--- config.mk ---
export PLATFORM = sky130hd
export DESIGN_NAME = conv_monitor
export DESIGN_NICKNAME = d
export VERILOG_FILES = /design/src/rtl/fastica_pkg.sv /design/src/rtl/conv_monitor.sv
export SDC_FILE = /design/constraint.sdc
export NUM_CORES = 1
export LEC_CHECK = 0
export CAP_MARGIN = 30
export CORE_ASPECT_RATIO = 0.8
export CORE_UTILIZATION = 45
export CTS_CLUSTER_SIZE = 25
export DETAILED_ROUTE_END_ITERATION = 10
export PLACE_DENSITY_LB_ADDON = 0.12
export SYNTH_ARGS = -nofsm -noshare
export SYNTH_HDL_FRONTEND = slang
export SYNTH_SLANG_ARGS = --single-unit
--- constraint.sdc ---
create_clock -name clk_conv -period 1.95 [get_ports clk_conv]
set_input_delay 0.195 -clock clk_conv [delete_from_list [all_inputs] [get_ports clk_conv]]
set_output_delay 0.195 -clock clk_conv [all_outputs]
set_load 0.005 [all_outputs]
--- src/rtl/fastica_pkg.sv ---
// rtl/fastica_pkg.sv - shared FastICA constants and convergence-monitor state encoding
package fastica_pkg;

  localparam int DATA_W = 32;
  // Error datapath fixed-point format: Q16.16 unsigned magnitude
  localparam int Q_FRAC = 16;
  localparam int Q_INT  = DATA_W - Q_FRAC;

  typedef enum logic [2:0] {
    ST_IDLE,
    ST_WAIT,
    ST_CHECK,
    ST_CONV,
    ST_TOUT
  } conv_state_t;

endpackage

--- src/rtl/conv_monitor.sv ---
// rtl/conv_monitor.sv - FastICA convergence monitor: consumes per-iteration error,
// counts iterations and decides converge / iterate / timeout.
module conv_monitor #(
  parameter int                  DATA_W     = fastica_pkg::DATA_W,
  parameter logic [DATA_W-1:0]   EPS        = 32'h0000_0010,
  parameter int                  STABLE_CNT = 3,
  parameter int                  MAX_ITER   = 1000,
  parameter int                  ITER_W     = 16
) (
  input  logic              clk_conv,
  input  logic              rst_conv,
  input  logic              en_conv,
  input  logic              error_valid,
  input  logic [DATA_W-1:0] error_in,
  output logic              conv_busy,
  output logic              next_iter,
  output logic              converged,
  output logic              timeout,
  output logic [ITER_W-1:0] iter_count,
  output logic [2:0]        stable_count
);

  import fastica_pkg::*;

  localparam logic [2:0]        STABLE_THR = 3'(STABLE_CNT);
  localparam logic [ITER_W-1:0] ITER_MAX   = ITER_W'(MAX_ITER);

  conv_state_t       state, state_nx;
  logic              en_q;
  logic [ITER_W-1:0] iter_nx;
  logic [2:0]        stable_nx;
  logic              conv_nx, tout_nx, next_nx, busy_nx;

  always_comb begin
    state_nx  = state;
    iter_nx   = iter_count;
    stable_nx = stable_count;
    conv_nx   = converged;
    tout_nx   = timeout;
    next_nx   = 1'b0;
    case (state)
      ST_IDLE: begin
        // A run starts only on a 0->1 of en_conv, so a held enable never restarts
        if (en_conv && !en_q) begin
          state_nx  = ST_WAIT;
          iter_nx   = '0;
          stable_nx = '0;
          conv_nx   = 1'b0;
          tout_nx   = 1'b0;
          next_nx   = 1'b1;
        end
      end
      ST_WAIT: begin
        if (!en_conv) begin
          state_nx = ST_IDLE;
        end else if (error_valid) begin
          iter_nx = (iter_count == '1) ? iter_count : iter_count + 1'b1;
          if (error_in < EPS)
            stable_nx = (stable_count == 3'd7) ? 3'd7 : stable_count + 3'd1;
          else
            stable_nx = '0;
          state_nx = ST_CHECK;
        end
      end
      ST_CHECK: begin
        if (!en_conv) begin
          state_nx = ST_IDLE;
        end else if (stable_count >= STABLE_THR) begin
          state_nx = ST_CONV;
          conv_nx  = 1'b1;
        end else if (iter_count == ITER_MAX) begin
          state_nx = ST_TOUT;
          tout_nx  = 1'b1;
        end else begin
          state_nx = ST_WAIT;
          next_nx  = 1'b1;
        end
      end
      ST_CONV, ST_TOUT: begin
        if (!en_conv) state_nx = ST_IDLE;
      end
      default: state_nx = ST_IDLE;
    endcase
    busy_nx = (state_nx == ST_WAIT) || (state_nx == ST_CHECK);
  end

  always_ff @(posedge clk_conv or posedge rst_conv) begin
    if (rst_conv) begin
      state        <= ST_IDLE;
      en_q         <= 1'b1;
      conv_busy    <= 1'b0;
      next_iter    <= 1'b0;
      converged    <= 1'b0;
      timeout      <= 1'b0;
      iter_count   <= '0;
      stable_count <= '0;
    end else begin
      state        <= state_nx;
      en_q         <= en_conv;
      conv_busy    <= busy_nx;
      next_iter    <= next_nx;
      converged    <= conv_nx;
      timeout      <= tout_nx;
      iter_count   <= iter_nx;
      stable_count <= stable_nx;
    end
  end

endmodule

==> results of run 1 <==
[cell usage after synthesis, types with 4 or more instances]
cell      instances
a21oi_1          13
a211oi_1          5
nor4_1            8
mux2i_1           9
nand2_1          21
and4_1            4
nand2b_1         11
or4_1             5
nand3_1           4
dfrtp_1          26
o31ai_1           5
nor3_1            5
nand4_1           6
nor2_1            6
[layer usage]
layer,vias up,GRT usage [%]
met2,80,42.99
li1,840,-
met1,847,31.41
met3,6,7.720
met5,-,0
met4,0,8.571
[worst max-delay path by stage]
stage | start | to | slack, ns | cells past startpoint
CTS | stable_count[0] | conv_busy | 0.12 | 5
finish | iter_count[1] | iter_count[12] | 0.14 | 5
detailed placement | error_in[7] | stable_count[0] | -0.04 | 4
global placement | error_in[7] | stable_count[1] | -0.03 | 4
global route | state[0] | iter_count[10] | 0.002 | 5
floorplan | stable_count[0] | conv_busy | 0.21 | 5
[cells by family after synthesis]
kind of cell | count (synthesis)
AOI/OAI and AO/OA | 39
adders and majority gates | 3
buffers and inverters | 9
DFF | 27
muxes | 9
and+or+nand+nor | 91
[metrics by stage]
step / TNS, ns / total power (µW) / util, % / worst slack [ns] / cell area [µm²]
after floorplan: 0 / 745.2 / - / 0.2149 / 1684
after global placement: -0.05725 / 906.0 / 69.64 / -0.03119 / 2434
after detailed placement: -0.1238 / 915.4 / 69.64 / -0.04171 / 2434
after CTS: 0 / 1238 / 70.93 / 0.1181 / 2479
after global routing: 0 / 1286 / 71.18 / 0.001530 / 2487
final: 0 / 1230 / 71.18 / 0.1401 / 2487
[power by group through the flow]
stage                     combinational [µW]  clock [µW]  sequential [µW]
final                                    289         322              618
after global routing                     316         346              623
after CTS                                290         331              617
after detailed placement                 288           0              628
after global placement                   282           0              624
after floorplan                          125           0              621
[cells in the final DEF, fill, tap and decap left out, drive strengths merged, types with 5 or more instances in the layout]
master / count
nand4: 7
a211oi: 5
nand3: 5
nor2: 6
nor3: 6
a21oi: 13
nand2: 21
buf: 24
nand2b: 11
mux2i: 9
o31ai: 5
or4: 6
dfrtp: 26
clkdlybuf4s50: 54
nor4: 9
[area by class of cell]
class | count | area (µm²)
Timing Repair Buffer | 78 | 720.7
Sequential cell | 27 | 676.9
Multi-Input combinational cell | 142 | 980.9
Tap cell | 42 | 52.55
Inverter | 3 | 11.26
Clock buffer | 4 | 45.04
Fill cell | 269 | 1007
[critical path: cells and delay by family, from the launching register on]
kind	cells	cell delay [ns]
AOI/OAI and AO/OA	1	0.19
adders and majority gates	1	0.23
and+or+nand+nor	3	0.88
DFF	1	0.43
[flip-flops by register name, summed over array words and instances, names as in the netlist]
signal        cells
conv_busy         1
converged         1
en_q              1
iter_count       16
next_iter         1
stable_count      3
state             3
timeout           1
==> impl_metrics.ini, run 1 <==
[logic_synthesis]
synth_top_family_by_area = simple AND/OR/NAND/NOR gates
ys.flop_type = dfrtp_1
syn_nets = 217
synth_area_mm2 = 0.001684
synth_top_area_share_pct = 38.63
synth_edf_count = 0
syn_inst = 178
synth_top_cell_by_area = dfrtp_1
synth-compound-area-share_pct = 16.34
ys_seq_area_share_pct = 40.19
synthMuxAreaShare_pct = 5.349
ys_async_sr_fraction_pct = 100.0
synth-simple-area-share_pct = 33.80
syn_area_per_cell_um2 = 9.461
ys_top_cells_by_area = dfrtp_1 39%, mux2i_1 5.3%, nand2_1 4.7%
synthAdderAreaFrac_pct = 2.229
yosysWarningCount = 0
synth_cell_types = 48
synth_xor_area_share_pct = 0
ys_ff_latch = 27

[sta]
finalClockSkew_ns = 0.004433
hold-worst-slack_ns = 0.2850
report.final.slew_viol_count = 0
max_freq_mhz = 552.5
fin_crit_ns = 1.810
rsz0062_at_grt = no
max_slew_margin_pct = 72.50
hold_viol = 0
setup_viol = 0
timing.final.crit_share_pct = 92.81
tightest_slew_ns = 0.4115

[floorplanning]
rows = 19
start_util_pct = 48.19
die_width_um = 70.40
fp.dieH_um = 56.72
core_area_mm2 = 0.003495
io_pins = 59
fp.dieArea_mm2 = 0.003992

[pwr]
p_sw_share_pct = 26.89
seq_power_share_pct = 50.3
leakagePower_uw = 0.0009908
p_switching_uw = 330.7
clockPowerShare_pct = 26.2
p_comb_share_pct = 23.5
vdd_drop_max_v = 0.0005276
pwr_density_cell_mw_per_mm2 = 494.4
power.internal_uw = 899.1

[critical_path]
path_cells = ha_1 -> and3_2 -> nand3_1 -> or4_1 -> a21oi_1
cp_max_fo = 5
required_ns = 2.14
slowest_stage = or4_1
crit_type = reg -> reg
r2r_end = iter_count[12]
worstPathArrival_ns = 2.00
start_kind = flip-flop
cpPeakStageDelay_ns = 0.52
rr_worst_depth = 5
end_kind = flip-flop
r2r_start = iter_count[1]
regToRegSetupSlack_ns = 0.14

[hold_path]
hp-class = in -> async

[route]
routed-wl-met3_um = 456
first_iter_violations = 141
routed.top_layer = met4
wl_met1_um = 2080
ant_nets = 0
drc = 0
met2_length_um = 2223
dr_total_vias = 1773
dr.pass1.iters = 4
routedWlPerCell_um = 16.27
viasPerCell = 5.990
drt-total-wl_um = 4817

[clock_network]
cts_htree_levels = 1
hold_buffers = 0
post_cts.repair.setup_buffers = 0
clock_latency_ns = 0.28
cts_buffer_depth = 2
cts_buffers = 3
clockRootBuffer = clkbuf_8
cts_tree = yes
ctsResizeCount = 0
clk_pin_slew_ns = 0.09
cts_sinks = 27

[cells_and_area]
nets = 294
drive_gt1_share_pct = 16.14
antennaDiodeCount = 0
finalNonFillerCells = 296
area_delta_synth_final_pct = 47.70

[global_routing]
grt_pass1_wl_um = 8142
antenna_found_initial = 0
grt_pass1_vias = 1756
grt-ovfl-total = 0
grt_use_total_pct = 25.65
grt_max_degree = 28

[outcome]
status = finished, final reports clean

[flow_run]
cap_violations = 0

[place]
place.gp.congestion = 0.9263
io_buffers = 54
place_inst = 292
post-dp-hpwl_um = 3660
Note: power is estimated with default switching activity, not from simulation.
==> run 2, diff against run 1 <==
--- a/config.mk
+++ b/config.mk
@@ -7,10 +7,11 @@
 export LEC_CHECK = 0
 export CAP_MARGIN = 30
 export CORE_ASPECT_RATIO = 0.8
+export CORE_MARGIN = 2
 export CORE_UTILIZATION = 45
 export CTS_CLUSTER_SIZE = 25
 export DETAILED_ROUTE_END_ITERATION = 10
-export PLACE_DENSITY_LB_ADDON = 0.12
+export PLACE_DENSITY = 0.82
 export SYNTH_ARGS = -nofsm -noshare
 export SYNTH_HDL_FRONTEND = slang
 export SYNTH_SLANG_ARGS = --single-unit
==> impl_metrics.ini, run 2 (synthesis results as in run 1) <==
[cells_and_area]
nets = 291
largest-register = iter_count
final_cell_mix = 54 x clkdlybuf4s50_1, 25 x dfrtp_1, 21 x nand2_1, 21 x buf_4, 13 x a21oi_1
layout_commonest_cell = clkdlybuf4s50_1
final_area_mm2 = 0.002470
reg.largest.list = iter_count x16, stable_count x3, state x3
antennaDiodeCount = 0
drive_gt1_share_pct = 14.74
area_delta_synth_final_pct = 46.66
largest_register_ffs = 16
nFillCells = 273

[pwr]
vdd_drop_max_v = 0.0004371
leakagePower_uw = 0.0009916
p_switching_uw = 318.3
clockPowerShare_pct = 25.7
p_sw_share_pct = 26.25
power.internal_uw = 894.0
p_comb_share_pct = 23.3
pwr_density_cell_mw_per_mm2 = 490.8
seq_power_share_pct = 50.9

[clock_network]
cts_htree_levels = 1
cts_buffers = 3
clockRootBuffer = clkbuf_8
clk_pin_slew_ns = 0.09
clock_latency_ns = 0.27
cts_tree = yes
cts_buffer_depth = 2
cts_sinks = 27
post_cts.repair.setup_buffers = 0

[sta]
fin_crit_ns = 1.833
rsz0062_at_grt = no
hold-worst-slack_ns = 0.1562
max_slew_margin_pct = 66.06
timing.final.crit_share_pct = 93.99
report.final.slew_viol_count = 0
finalClockSkew_ns = 0.003507
setup_viol = 0
hold_viol = 0
max_freq_mhz = 545.6
tightest_slew_ns = 0.5025

[outcome]
status = finished, final reports clean

[critical_path]
r2r_start = stable_count[0]
cpPeakStageDelay_ns = 0.40
start_kind = flip-flop
end_kind = flip-flop
setup.worst_path.start = stable_count[0]
path_cells = ha_1 -> a211oi_1 -> a21oi_1 -> a31o_2 -> o32a_1
required_ns = 2.11
crit_type = reg -> reg
cp_max_fo = 2
slowest_stage = a211oi_1
worstPathArrival_ns = 1.99

[floorplanning]
rows = 19
io_pins = 59
start_util_pct = 47.87
core_area_mm2 = 0.003518
fp.dieH_um = 58.72
fp.dieArea_mm2 = 0.004251
die_width_um = 72.40

[global_routing]
grt_pass1_wl_um = 7583
grt_max_degree = 21
antenna_found_initial = 0
grt_pass1_vias = 1569
grt_use_total_pct = 22.77
grt-ovfl-total = 0

[place]
post-dp-hpwl_um = 3589
io_buffers = 54
place_area_mm2 = 0.002411
place.gp.congestion = 0.8826

[route]
drt-total-wl_um = 4643
first_iter_violations = 116
routedWlPerCell_um = 15.85
viasPerCell = 5.887
dr.pass1.iters = 4
ant_nets = 0
dr_total_vias = 1725
drc = 0

[hold_path]
hp-class = in -> async

[flow_run]
cap_violations = 0
[run 2: area by class of cell]
class / count / area (µm²) / area share (%)
flip-flops and latches: 27 / 678.2 / 27.46
inverters: 3 / 11.26 / 0.4559
repair buffers: 75 / 698.2 / 28.27
clock buffers: 4 / 45.04 / 1.824
multi-input cells: 142 / 984.7 / 39.87
well taps: 42 / 52.55 / 2.128
[run 2: power by group through the flow]
stage	Combinational, µW	Sequential [µW]	Clock [µW]
2_1_floorplan	125	621	0
3_3_place_gp	275	627	0
3_5_place_dp	280	629	0
4_1_cts	283	618	318
5_1_grt	309	622	352
6_report	283	617	312
[run 2: what timing repair did]
action                     4_1_cts  5_1_grt
gates resized for setup          0        3
hold buffers                     0        0
setup endpoints to repair        0        4
[run 2: worst paths after layout]
check / to / slack [ns] / cells past startpoint
setup / recovery: conv_busy / 0.12 / 5
hold / removal: iter_count[7] / 0.16 / 2
setup reg to reg: conv_busy / 0.12 / 5
hold reg to reg: timeout / 0.52 / 2
max in group asynchronous: en_q / 1.18 / 3
min in group clk_conv: timeout / 0.52 / 2
[run 2: stage by stage]
stage / std cells / total power (µW) / TNS [ns] / utilization, % / setup WS, ns
3_5_place_dp: 289 / 908.8 / -0.2295 / 68.53 / -0.06349
2_1_floorplan: 178 / 745.2 / 0 / - / 0.2149
4_1_cts: 293 / 1219 / 0 / 69.81 / 0.002310
5_1_grt: 293 / 1283 / 0 / 70.20 / 0.01356
3_3_place_gp: 289 / 901.9 / -0.09805 / 68.53 / -0.03848
6_report: 293 / 1212 / 0 / 70.20 / 0.1171
[run 2: worst max-delay path, delay by kind of cell, from the launching register on]
kind	cells	cell delay, ns
flops	1	0.38
compound gates	4	1.11
fa+ha+maj	1	0.22
[run 2: layer usage]
layer	global-route usage, %	part of all wire, %
met1	35.11	47
met2	32.63	44
met3	3.767	7.7
met4	7.143	1.0
met5	0	0
==> run 3, diff against run 2 <==
--- a/config.mk
+++ b/config.mk
@@ -9,6 +9,7 @@
 export CORE_ASPECT_RATIO = 0.8
 export CORE_MARGIN = 2
 export CORE_UTILIZATION = 45
+export CTS_CLUSTER_DIAMETER = 100
 export CTS_CLUSTER_SIZE = 25
 export DETAILED_ROUTE_END_ITERATION = 10
 export PLACE_DENSITY = 0.82
==> results of run 3 <==
Final layout, timing and power as in run 2 (identical DEF).
